===== src/rtl/riscv_v_reduct_accum_pkg.sv =====
// rtl/riscv_v_reduct_accum_pkg.sv - shared types and helpers for the vector bitwise reduction back end
package riscv_v_reduct_accum_pkg;

    localparam int RISCV_V_REDUCT_MAX_CHUNKS = 8;

    typedef enum logic [1:0] {
        REDUCT_OR  = 2'd0,
        REDUCT_AND = 2'd1,
        REDUCT_XOR = 2'd2
    } reduct_op_e;

    typedef enum logic [1:0] {
        OSIZE_8  = 2'd0,
        OSIZE_16 = 2'd1,
        OSIZE_32 = 2'd2,
        OSIZE_64 = 2'd3
    } osize_e;

    typedef enum logic [1:0] {
        ST_IDLE  = 2'd0,
        ST_ACCUM = 2'd1,
        ST_DONE  = 2'd2
    } reduct_state_e;

    // Byte value that leaves any operand unchanged under op.
    function automatic logic [7:0] reduct_identity(reduct_op_e op);
        return (op == REDUCT_AND) ? 8'hFF : 8'h00;
    endfunction

    function automatic logic [63:0] reduct_apply(reduct_op_e op, logic [63:0] a, logic [63:0] b);
        logic [63:0] r;
        case (op)
            REDUCT_AND: r = a & b;
            REDUCT_XOR: r = a ^ b;
            default:    r = a | b;
        endcase
        return r;
    endfunction

    function automatic logic [63:0] osize_mask(osize_e osize);
        logic [63:0] m;
        case (osize)
            OSIZE_8:  m = 64'h0000_0000_0000_00FF;
            OSIZE_16: m = 64'h0000_0000_0000_FFFF;
            OSIZE_32: m = 64'h0000_0000_FFFF_FFFF;
            default:  m = 64'hFFFF_FFFF_FFFF_FFFF;
        endcase
        return m;
    endfunction

endpackage


===== src/rtl/riscv_v_reduct_accum_if.sv =====
// rtl/riscv_v_reduct_accum_if.sv - start/chunk/result handshake bundle for the reduction accumulator
interface riscv_v_reduct_accum_if #(
    parameter int DATA_WIDTH = 128,
    parameter int CNT_W      = 4
);
    logic                    start_valid;
    logic                    start_ready;
    logic [1:0]              start_op;
    logic [1:0]              start_osize;
    logic [CNT_W-1:0]        start_num_chunks;
    logic [63:0]             start_seed;
    logic                    in_valid;
    logic                    in_ready;
    logic [DATA_WIDTH-1:0]   in_data;
    logic [DATA_WIDTH/8-1:0] in_byte_valid;
    logic                    abort;
    logic                    out_valid;
    logic                    out_ready;
    logic [63:0]             out_data;

    modport master (
        output start_valid, start_op, start_osize, start_num_chunks, start_seed,
        output in_valid, in_data, in_byte_valid, abort, out_ready,
        input  start_ready, in_ready, out_valid, out_data
    );

    modport slave (
        input  start_valid, start_op, start_osize, start_num_chunks, start_seed,
        input  in_valid, in_data, in_byte_valid, abort, out_ready,
        output start_ready, in_ready, out_valid, out_data
    );
endinterface


===== src/rtl/riscv_v_reduct_fold.sv =====
// rtl/riscv_v_reduct_fold.sv - combinational fold of one masked chunk down to a single element
module riscv_v_reduct_fold
    import riscv_v_reduct_accum_pkg::*;
#(
    parameter int DATA_WIDTH = 128
) (
    input  reduct_op_e              op,
    input  osize_e                  osize,
    input  logic [DATA_WIDTH-1:0]   data,
    input  logic [DATA_WIDTH/8-1:0] byte_valid,
    output logic [63:0]             result
);
    localparam int LANES = DATA_WIDTH / 64;

    logic [DATA_WIDTH-1:0] masked;
    logic [63:0]           lane_acc;
    logic [63:0]           w;

    always_comb begin
        masked = data;
        for (int i = 0; i < DATA_WIDTH / 8; i++) begin
            if (!byte_valid[i]) masked[i*8 +: 8] = reduct_identity(op);
        end

        lane_acc = masked[63:0];
        for (int l = 1; l < LANES; l++) begin
            lane_acc = reduct_apply(op, lane_acc, masked[l*64 +: 64]);
        end

        // Halves are folded with the upper bits zeroed so the result stays zero-extended.
        w = lane_acc;
        if (osize < OSIZE_64) w = reduct_apply(op, {32'h0, w[63:32]}, {32'h0, w[31:0]});
        if (osize < OSIZE_32) w = reduct_apply(op, {48'h0, w[31:16]}, {48'h0, w[15:0]});
        if (osize < OSIZE_16) w = reduct_apply(op, {56'h0, w[15:8]},  {56'h0, w[7:0]});
        result = w & osize_mask(osize);
    end

endmodule


===== src/rtl/riscv_v_reduct_accum.sv =====
// rtl/riscv_v_reduct_accum.sv - sequential OR/AND/XOR reduction over a stream of chunks into one scalar
module riscv_v_reduct_accum
    import riscv_v_reduct_accum_pkg::*;
#(
    parameter int DATA_WIDTH = 128,
    parameter int MAX_CHUNKS = RISCV_V_REDUCT_MAX_CHUNKS,
    parameter int CNT_W      = $clog2(MAX_CHUNKS) + 1
) (
    input  logic                   clk,
    input  logic                   rst_n,
    riscv_v_reduct_accum_if.slave  bus
);
    reduct_state_e    state, state_nxt;
    reduct_op_e       op_q, start_op_n;
    osize_e           osize_q;
    logic [CNT_W-1:0] num_q, cnt_q, num_sat;
    logic [63:0]      acc_q, fold_res;
    logic             start_fire, in_fire, out_fire, last_chunk;

    always_comb begin
        start_op_n = (bus.start_op == 2'd3) ? REDUCT_OR : reduct_op_e'(bus.start_op);
        num_sat    = (bus.start_num_chunks > CNT_W'(MAX_CHUNKS)) ? CNT_W'(MAX_CHUNKS)
                                                                 : bus.start_num_chunks;
        start_fire = (state == ST_IDLE)  && bus.start_valid;
        in_fire    = (state == ST_ACCUM) && bus.in_valid;
        out_fire   = (state == ST_DONE)  && bus.out_ready;
        last_chunk = (CNT_W'(cnt_q + CNT_W'(1)) == num_q);
    end

    riscv_v_reduct_fold #(.DATA_WIDTH(DATA_WIDTH)) u_fold (
        .op         (op_q),
        .osize      (osize_q),
        .data       (bus.in_data),
        .byte_valid (bus.in_byte_valid),
        .result     (fold_res)
    );

    always_ff @(posedge clk or negedge rst_n) begin
        if (!rst_n) state <= ST_IDLE;
        else        state <= state_nxt;
    end

    always_comb begin
        state_nxt = state;
        case (state)
            ST_IDLE:  if (start_fire) state_nxt = (num_sat == '0) ? ST_DONE : ST_ACCUM;
            ST_ACCUM: if (in_fire && last_chunk) state_nxt = ST_DONE;
            ST_DONE:  if (out_fire) state_nxt = ST_IDLE;
            default:  state_nxt = ST_IDLE;
        endcase
        if (bus.abort) state_nxt = ST_IDLE;
    end

    always_comb begin
        bus.start_ready = (state == ST_IDLE);
        bus.in_ready    = (state == ST_ACCUM);
        bus.out_valid   = (state == ST_DONE);
        bus.out_data    = (state == ST_DONE) ? acc_q : 64'h0;
    end

    // abort wins over any handshake landing on the same edge.
    always_ff @(posedge clk or negedge rst_n) begin
        if (!rst_n) begin
            acc_q   <= 64'h0;
            cnt_q   <= '0;
            num_q   <= '0;
            op_q    <= REDUCT_OR;
            osize_q <= OSIZE_8;
        end else if (bus.abort) begin
            acc_q <= 64'h0;
            cnt_q <= '0;
        end else if (start_fire) begin
            op_q    <= start_op_n;
            osize_q <= osize_e'(bus.start_osize);
            num_q   <= num_sat;
            acc_q   <= bus.start_seed & osize_mask(osize_e'(bus.start_osize));
            cnt_q   <= '0;
        end else if (in_fire) begin
            acc_q <= reduct_apply(op_q, acc_q, fold_res);
            cnt_q <= CNT_W'(cnt_q + CNT_W'(1));
        end
    end

endmodule

===== src/flat_wrapper.sv =====
// flat-port wrapper written by rule: the top's interface ports become plain ports
module riscv_v_reduct_accum_flat import riscv_v_reduct_accum_pkg::*;
#(
    parameter int DATA_WIDTH = 128,
    parameter int MAX_CHUNKS = RISCV_V_REDUCT_MAX_CHUNKS,
    parameter int CNT_W      = $clog2(MAX_CHUNKS) + 1
)
  (clk, rst_n, bus_start_valid, bus_start_op, bus_start_osize, bus_start_num_chunks, bus_start_seed, bus_in_valid, bus_in_data, bus_in_byte_valid, bus_abort, bus_out_ready, bus_start_ready, bus_in_ready, bus_out_valid, bus_out_data);
  riscv_v_reduct_accum_if #(.DATA_WIDTH(DATA_WIDTH), .CNT_W(CNT_W)) bus_i ();
  input  logic clk;
  input  logic rst_n;
  input wire logic [$bits(bus_i.start_valid)-1:0] bus_start_valid;
  input wire logic [$bits(bus_i.start_op)-1:0] bus_start_op;
  input wire logic [$bits(bus_i.start_osize)-1:0] bus_start_osize;
  input wire logic [$bits(bus_i.start_num_chunks)-1:0] bus_start_num_chunks;
  input wire logic [$bits(bus_i.start_seed)-1:0] bus_start_seed;
  input wire logic [$bits(bus_i.in_valid)-1:0] bus_in_valid;
  input wire logic [$bits(bus_i.in_data)-1:0] bus_in_data;
  input wire logic [$bits(bus_i.in_byte_valid)-1:0] bus_in_byte_valid;
  input wire logic [$bits(bus_i.abort)-1:0] bus_abort;
  input wire logic [$bits(bus_i.out_ready)-1:0] bus_out_ready;
  output wire logic [$bits(bus_i.start_ready)-1:0] bus_start_ready;
  output wire logic [$bits(bus_i.in_ready)-1:0] bus_in_ready;
  output wire logic [$bits(bus_i.out_valid)-1:0] bus_out_valid;
  output wire logic [$bits(bus_i.out_data)-1:0] bus_out_data;
  assign bus_i.start_valid = bus_start_valid;
  assign bus_i.start_op = bus_start_op;
  assign bus_i.start_osize = bus_start_osize;
  assign bus_i.start_num_chunks = bus_start_num_chunks;
  assign bus_i.start_seed = bus_start_seed;
  assign bus_i.in_valid = bus_in_valid;
  assign bus_i.in_data = bus_in_data;
  assign bus_i.in_byte_valid = bus_in_byte_valid;
  assign bus_i.abort = bus_abort;
  assign bus_i.out_ready = bus_out_ready;
  assign bus_start_ready = bus_i.start_ready;
  assign bus_in_ready = bus_i.in_ready;
  assign bus_out_valid = bus_i.out_valid;
  assign bus_out_data = bus_i.out_data;
  riscv_v_reduct_accum #(.DATA_WIDTH(DATA_WIDTH), .MAX_CHUNKS(MAX_CHUNKS), .CNT_W(CNT_W)) u_core (.clk(clk), .rst_n(rst_n), .bus(bus_i));
endmodule

===== config.mk =====
export PLATFORM = sky130hd
export DESIGN_NAME = riscv_v_reduct_accum_flat
export DESIGN_NICKNAME = d
export VERILOG_FILES = /design/src/rtl/riscv_v_reduct_accum_pkg.sv /design/src/rtl/riscv_v_reduct_accum_if.sv /design/src/rtl/riscv_v_reduct_fold.sv /design/src/rtl/riscv_v_reduct_accum.sv /design/src/flat_wrapper.sv
export SDC_FILE = /design/constraint.sdc
export NUM_CORES = 1
export LEC_CHECK = 0
export ABC_AREA = 1
export CAP_MARGIN = 20
export CELL_PAD_IN_SITES_DETAIL_PLACEMENT = 0
export CELL_PAD_IN_SITES_GLOBAL_PLACEMENT = 1
export CORE_MARGIN = 2
export CORE_UTILIZATION = 41
export DETAILED_ROUTE_END_ITERATION = 8
export HOLD_SLACK_MARGIN = 0.1
export MAX_ROUTING_LAYER = met4
export PLACE_DENSITY = 0.95
export SLEW_MARGIN = 20
export SYNTH_ARGS = -nofsm -noshare
export SYNTH_HDL_FRONTEND = slang
export SYNTH_SLANG_ARGS = --single-unit

===== constraint.sdc =====
create_clock -name clk -period 13.9 [get_ports clk]
set_clock_uncertainty 0.2 [all_clocks]
set_input_delay 1.39 -clock clk [delete_from_list [all_inputs] [get_ports clk]]
set_output_delay 1.39 -clock clk [all_outputs]
set_load 0.1 [all_outputs]

* Word-level counts from Yosys, hierarchy flattened *
Cells that the tools add are included.

word-level totals
  bits in registers = 78
  latch bits = 0
  RAM bits = 0
  ROM bits = 0
  bits of input ports = 222
  output and inout bits = 67
  word-level logic and storage cells = 97
  memories kept = 0

operators by class
  $add $sub $neg = 1
  multiply operators = 0
  divide/modulo/power cells = 0
  order comparisons = 4
  equal/unequal tests = 13
  shift operators = 0
  mux-type cells = 44
  bitwise operators = 18
  reductions and logical operators = 11

operators with widths
  operator                                                number
  two-way mux 64 bit                                      9
  case mux 64 bit (3 select lines)                        2
  bitwise AND 64 bit                                      4
  case mux 64 bit (2 select lines)                        2
  two-way mux 8 bit                                       17
  OR 64 bit                                               2
  bitwise XOR 64 bit                                      2
  case mux 32 bit (2 select lines)                        1
  bitwise AND 32 bit                                      1
  OR 32 bit                                               1
  case mux 16 bit (2 select lines)                        1
  bitwise XOR 32 bit                                      1
  bitwise AND 16 bit                                      1
  two-way mux 4 bit                                       4
  OR 16 bit                                               1
  case mux 8 bit (2 select lines)                         1
  bitwise XOR 16 bit                                      1
  two-way mux 2 bit                                       6
  equality test 2 bit (second input constant)             5
  inequality test 3 x 2 -> 1 bit (second input constant)  3
  bitwise AND 8 bit                                       1
  equality test 2 x 1 -> 1 bit (second input constant)    4
  OR 8 bit                                                1
  bitwise XOR 8 bit                                       1
  13 further kinds                                        19

* Longest topological paths before layout *
  depth after elaboration = 20
  gate-level depth with buffers = 38
  depth with buffers taken out = 35

* By module *
Synthesis repeated with hierarchy kept, for this count alone.

unflattened totals
  cell total of the unflattened synthesis = 2458
  area total of the unflattened synthesis = 15004.4 µm²

by module, submodules not included
  module                instances  cells each  area an instance (µm²)  seq. area each (µm²)
  riscv_v_reduct_fold   1          1382        7638.6                  0.0
  riscv_v_reduct_accum  1          1076        7365.8                  1951.9

* Worst setup path after synthesis *
OpenSTA, ideal clock, no wires.

  path kind = input port to flip-flop
  from = input port bus_in_byte_valid[4]
  to = register u_core.acc_q[0]
  library setup time = 0.140 ns
  arrival time = 5.096 ns
  data required time = 13.560 ns
  slack = 8.464 ns
  cell stages on the path = 27
  path buffers = 1
  cell sequence = clkbuf_1 > nor2_1 > a21oi_1 > inv_1 > ha_1 > a22o_1 > o21a_1 > inv_1 > ha_1 > a21oi_1 > o22ai_1 > nand2_1 > o21ai_0 > inv_1 > ha_1 > a21oi_1 > nand3b_1 > nand2_1 > inv_1 > ha_1 > a21oi_1 > nor2_1 > a21oi_1 > ha_1 > a22o_1 > a21oi_1 > o32ai_1

on the way
  cells in the longest elaborated chain, start to end = 18
  elaborated cells between the ends (all ways) = 28
  those cells by class = mux: 12; bitwise: 16

RTL lines
  element                                  RTL line                        text
  from (decl)                              flat_wrapper.sv:19              input wire logic [$bits(bus_i.in_byte_valid)-1:0] bus_in_byte_valid;
  two-way mux 8 bit (*)                    riscv_v_reduct_fold.sv:22       if (!byte_valid[i]) masked[i*8 +: 8] = reduct_identity(op);
  OR 64 bit, or another cell as far along  riscv_v_reduct_accum_pkg.sv:35  default: r = a | b;
  case mux 64 bit (2 select lines) (*)     riscv_v_reduct_accum_pkg.sv:32  case (op)
  OR 32 bit, or another cell as far along  riscv_v_reduct_accum_pkg.sv:35
  case mux 32 bit (2 select lines) (*)     riscv_v_reduct_accum_pkg.sv:32
  two-way mux 64 bit (*)                   riscv_v_reduct_fold.sv:32       if (osize < OSIZE_64) w = reduct_apply(op, {32'h0, w[63:32]}, {32'h0, w[31:0]});
  OR 16 bit, or another cell as far along  riscv_v_reduct_accum_pkg.sv:35
  case mux 16 bit (2 select lines)         riscv_v_reduct_accum_pkg.sv:32
  [... 2 more ...]                         n/a
  case mux 8 bit (2 select lines)          riscv_v_reduct_accum_pkg.sv:32
  two-way mux 64 bit (*)                   riscv_v_reduct_fold.sv:34       if (osize < OSIZE_16) w = reduct_apply(op, {56'h0, w[15:8]}, {56'h0, w[7:0]});
  bitwise AND 64 bit (*)                   riscv_v_reduct_fold.sv:35       result = w & osize_mask(osize);
  OR 64 bit, or another cell as far along  riscv_v_reduct_accum_pkg.sv:35
  case mux 64 bit (2 select lines) (*)     riscv_v_reduct_accum_pkg.sv:32
  two-way mux 64 bit (*)                   riscv_v_reduct_accum.sv:78      end else if (in_fire) begin
  two-way mux 64 bit (*)                   riscv_v_reduct_accum.sv:72      end else if (start_fire) begin
  two-way mux 64 bit (*)                   riscv_v_reduct_accum.sv:69      end else if (bus.abort) begin
  to (signal assigned)                     riscv_v_reduct_accum.sv:76      acc_q <= bus.start_seed & osize_mask(osize_e'(bus.start_osize));
  to (signal assigned)                     riscv_v_reduct_accum.sv:79      acc_q <= reduct_apply(op_q, acc_q, fold_res);
  to (decl)                                riscv_v_reduct_accum.sv:17      logic [63:0] acc_q, fold_res;

Every way passes the cells marked *; elsewhere a longest branch is shown, timed or not. The select of a mux whose other input is x is not followed.
A chain may end at the register's enable or synchronous reset.

* Final worst setup path *
  from = input port bus_in_byte_valid[7]
  to = register u_core.acc_q[5]

on the way
  cells in the longest elaborated chain, start to end = 18
  elaborated cells between the ends (all ways) = 28
  those cells by class = mux: 12; bitwise: 16

RTL lines
  element                                  RTL line
  two-way mux 8 bit (*)                    riscv_v_reduct_fold.sv:22
  OR 64 bit, or another cell as far along  riscv_v_reduct_accum_pkg.sv:35
  case mux 64 bit (2 select lines) (*)     riscv_v_reduct_accum_pkg.sv:32
  OR 32 bit, or another cell as far along  riscv_v_reduct_accum_pkg.sv:35
  case mux 32 bit (2 select lines) (*)     riscv_v_reduct_accum_pkg.sv:32
  two-way mux 64 bit (*)                   riscv_v_reduct_fold.sv:32
  OR 16 bit, or another cell as far along  riscv_v_reduct_accum_pkg.sv:35
  case mux 16 bit (2 select lines) (*)     riscv_v_reduct_accum_pkg.sv:32
  [... 2 more ...]                         n/a
  case mux 8 bit (2 select lines) (*)      riscv_v_reduct_accum_pkg.sv:32
  two-way mux 64 bit (*)                   riscv_v_reduct_fold.sv:34
  bitwise AND 64 bit (*)                   riscv_v_reduct_fold.sv:35
  OR 64 bit, or another cell as far along  riscv_v_reduct_accum_pkg.sv:35
  case mux 64 bit (2 select lines) (*)     riscv_v_reduct_accum_pkg.sv:32
  two-way mux 64 bit (*)                   riscv_v_reduct_accum.sv:78
  two-way mux 64 bit (*)                   riscv_v_reduct_accum.sv:72
  two-way mux 64 bit (*)                   riscv_v_reduct_accum.sv:69

Marks and branches as above.

==> run metrics <==
clock latency at the later pin of the worst-skew pair=350 ps; Remaining Overflow, GRT=0; vias in the first global route=14400; synth unique cells=46; Leak=9.03 nW; drc violations=0; Final Cycle Share=44.8%; Max-slew headroom=27.3%; CTS clk-pin slew, worst paths=60 ps; die width=194 um; Power Density=about 240 nW/um^2; hpwl dp=36800 um; DP Area=17600 sq um; Setup CP Type=in2reg; # hold bufs at CTS=0; status=complete, no violations; layout cells sized above 1=approximately 3.2%; RSZ-0062 raised after global routing=false; DP Cell Count=~2900; Tot Pwr=0.00432 W; GRT Total Usage=approximately a quarter; Sum Neg Setup Slack=0 ps; Detail Route Antenna Nets=0; drt wl/cell=17.5 um; Clock H-tree levels=3; critical path capture point type=flip-flop; Warnings, synthesis=0; ANT cells=0; initial antenna violation count=0; total routed wirelength=50400 um; die area=37600 sq um; WP data arrival=6200 ps; MaxCap Viol Count=0; clk sinks=78; core region area=35600 sq um; Synth Area per Inst=6.56 sq um; critical path fanouts, max=9; final hold violation count=0; largest net degree at the start of global routing=85; Worst Max-Slew Pin Slew=1090 ps; Starting Density=41.6%; Tmin final=about 6200 ps; area of the mapped netlist=around 15000 sq um; Die Ht=slightly below 200 um; Clock Path Buffers=2; clk root buf=clkbuf_16; post_cts resized=0; Placer Congestion=0.902; Critical path origin=bus_in_byte_valid[7]; Required @ worst endpoint=13880 ps; final design area excluding fillers=around 18000 sq um; crit start category=input port; TritonRoute pass-1 iters=6; row count=69; RR Startpoint=u_core.op_q[1]; fmax=161 MHz; cts bufs inserted=9; Post-Synthesis Cells=2256; fin nets=2958; Port Buffers=around 290; class of the worst hold path=reg2reg; # Post-CTS Setup Buffers=0; Layout area overhead=21.1%; Post-Synthesis Net Count=around 2800; final setup vio count=0; CTS tree=yes; I/O Pins=289; peak supply drop=0.000232 V; wire length of the first global-routing pass=78200 um; post-synthesis sequential area ratio=a little over an eighth; Max Slew Vio Count=0; vias per cell=5.42; post-route insts no fill=just under 3000; Yosys reg bits=78; hold path start=u_core.num_q[3]; routed vias=15600; final hold slack=314 ps; Initial DRC Count=1277
worst max-delay path: stages:
cell             delay, ps
clkdlybuf4s50_1        640
nor2_1                 190
a21oi_1                270
inv_1                   70
ha_1                   270
a22o_1                 190
o21ai_0                260
ha_1                   190
a21oi_1                 60
o22ai_1                400
inv_1                  130
ha_1                   220
nand2_1                 80
nand3_1                 90
nand2_1                100
nand2_1                 60
nand2_1                150
inv_1                   80
ha_1                   270
a21oi_1                180
nor2_1                  60
a21oi_1                140
ha_1                   250
a22o_1                 240
a21oi_1                120
o32ai_1                 90
state kept, by name (all words and copies together) (netlist names):
signal and count:
u_core.acc_q 64, u_core.cnt_q 4, u_core.num_q 4, u_core.op_q 2, u_core.osize_q 2, u_core.state 2
layout make-up:
cell class / instances / area [sq um]
fillers: 3546 / 17600
multi-input cells: 1640 / 10700
repair buffers: 303 / 2990
flip-flops and latches: 78 / 1950
inverters: 388 / 1460
well taps: 461 / 577
clock buffers: 11 / 243
clock inverters: 5 / 35.0
Yosys cell counts (all sizes together):
library cell | n | share of area [%]
o31ai | 3 | 0.15
a211o | 2 | 0.12
o41ai | 1 | 0.059
xnor2 | 1 | 0.059
and2 | 1 | 0.042
a22o | 86 | 5.1
o21a | 11 | 0.56
o22ai | 23 | 0.97
a22oi | 2 | 0.14
inv | 388 | 9.9
o21ai | 213 | 7.4
nand2 | 391 | 10
a21o | 2 | 0.10
nand4 | 1 | 0.042
xor2 | 2 | 0.12
nand3b | 5 | 0.25
ha | 316 | 27
buf | 77 | 3.3
dfrtp | 78 | 13
nor3 | 3 | 0.10
and3 | 1 | 0.042
nand3 | 74 | 2.6
a21oi | 227 | 7.8
or2 | 9 | 0.38
clkbuf | 73 | 1.9
o21bai | 3 | 0.15
o32ai | 49 | 2.9
a221o | 4 | 0.27
a31oi | 25 | 1.1
nor2 | 185 | 4.8
final timing paths:
| check | end | slack [ps] | depth (start not counted) |
|---|---|---|---|
| setup / recovery | u_core.acc_q[5] | 7680 | 26 |
| hold / removal | u_core.num_q[3] | 310 | 1 |
| setup reg to reg | u_core.acc_q[2] | 7790 | 27 |
| hold reg to reg | u_core.num_q[3] | 310 | 1 |
| max in group asynchronous | u_core.cnt_q[0] | 11590 | 2 |
| min in group asynchronous | u_core.acc_q[34] | 700 | 1 |
through the flow:
stage	worst slack (ps)	util, %
after global placement	7480	49.6
after floorplan	8460	-
final	7680	50.4
after CTS	7750	50.4
after global routing	7290	50.4
after detailed placement	7360	49.6
power by group:
| group | switching [W] | internal, W | total (W) |
|---|---|---|---|
| Clock | 0.000109 | 0.000126 | 0.000235 |
| Sequential | 0.0000628 | 0.000309 | 0.000372 |
| Combinational | 0.00249 | 0.00123 | 0.00371 |
placed cells by master, fill, tap and decap left out, drive strengths merged:
| cell | instances |
|---|---|
| a211o | 2 |
| a21o | 2 |
| a21oi | 227 |
| a221o | 4 |
| a22o | 86 |
| a22oi | 2 |
| a31oi | 25 |
| and2 | 1 |
| and3 | 1 |
| buf | 17 |
| clkbuf | 11 |
| clkdlybuf4s50 | 286 |
| clkinv | 4 |
| clkinvlp | 1 |
| dfrtp | 78 |
| ha | 316 |
| inv | 388 |
| nand2 | 391 |
| nand3 | 74 |
| nand3b | 5 |
| nand4 | 1 |
| nor2 | 185 |
| nor3 | 3 |
| o21a | 11 |
| o21ai | 213 |
| o21bai | 3 |
| o22ai | 23 |
| o31ai | 3 |
| o32ai | 49 |
| o41ai | 1 |
| or2 | 9 |
| xnor2 | 1 |
| xor2 | 2 |
metal layers:
layer	wire length, um	vias up	track usage [%]	part of all wire (%)
met5	0	-	-	0
met4	1110	0	6.85	2.2
met3	3910	48	4.57	7.8
met2	21400	552	39.0	43
met1	23900	7260	37.5	47
li1	-	7771	-	-
logic make-up (layout without fill, tap and decap cells):
family          after synthesis  after routing  share of synthesized area, %
buf+inv                     538            707                          15.0
fa+ha+maj                   316            316                          26.7
xor+xnor                      3              3                         0.178
flops                        78             78                          13.2
compound gates              651            651                          26.7
simple gates                670            670                          18.2
Note: power is estimated with default switching activity, not from simulation.
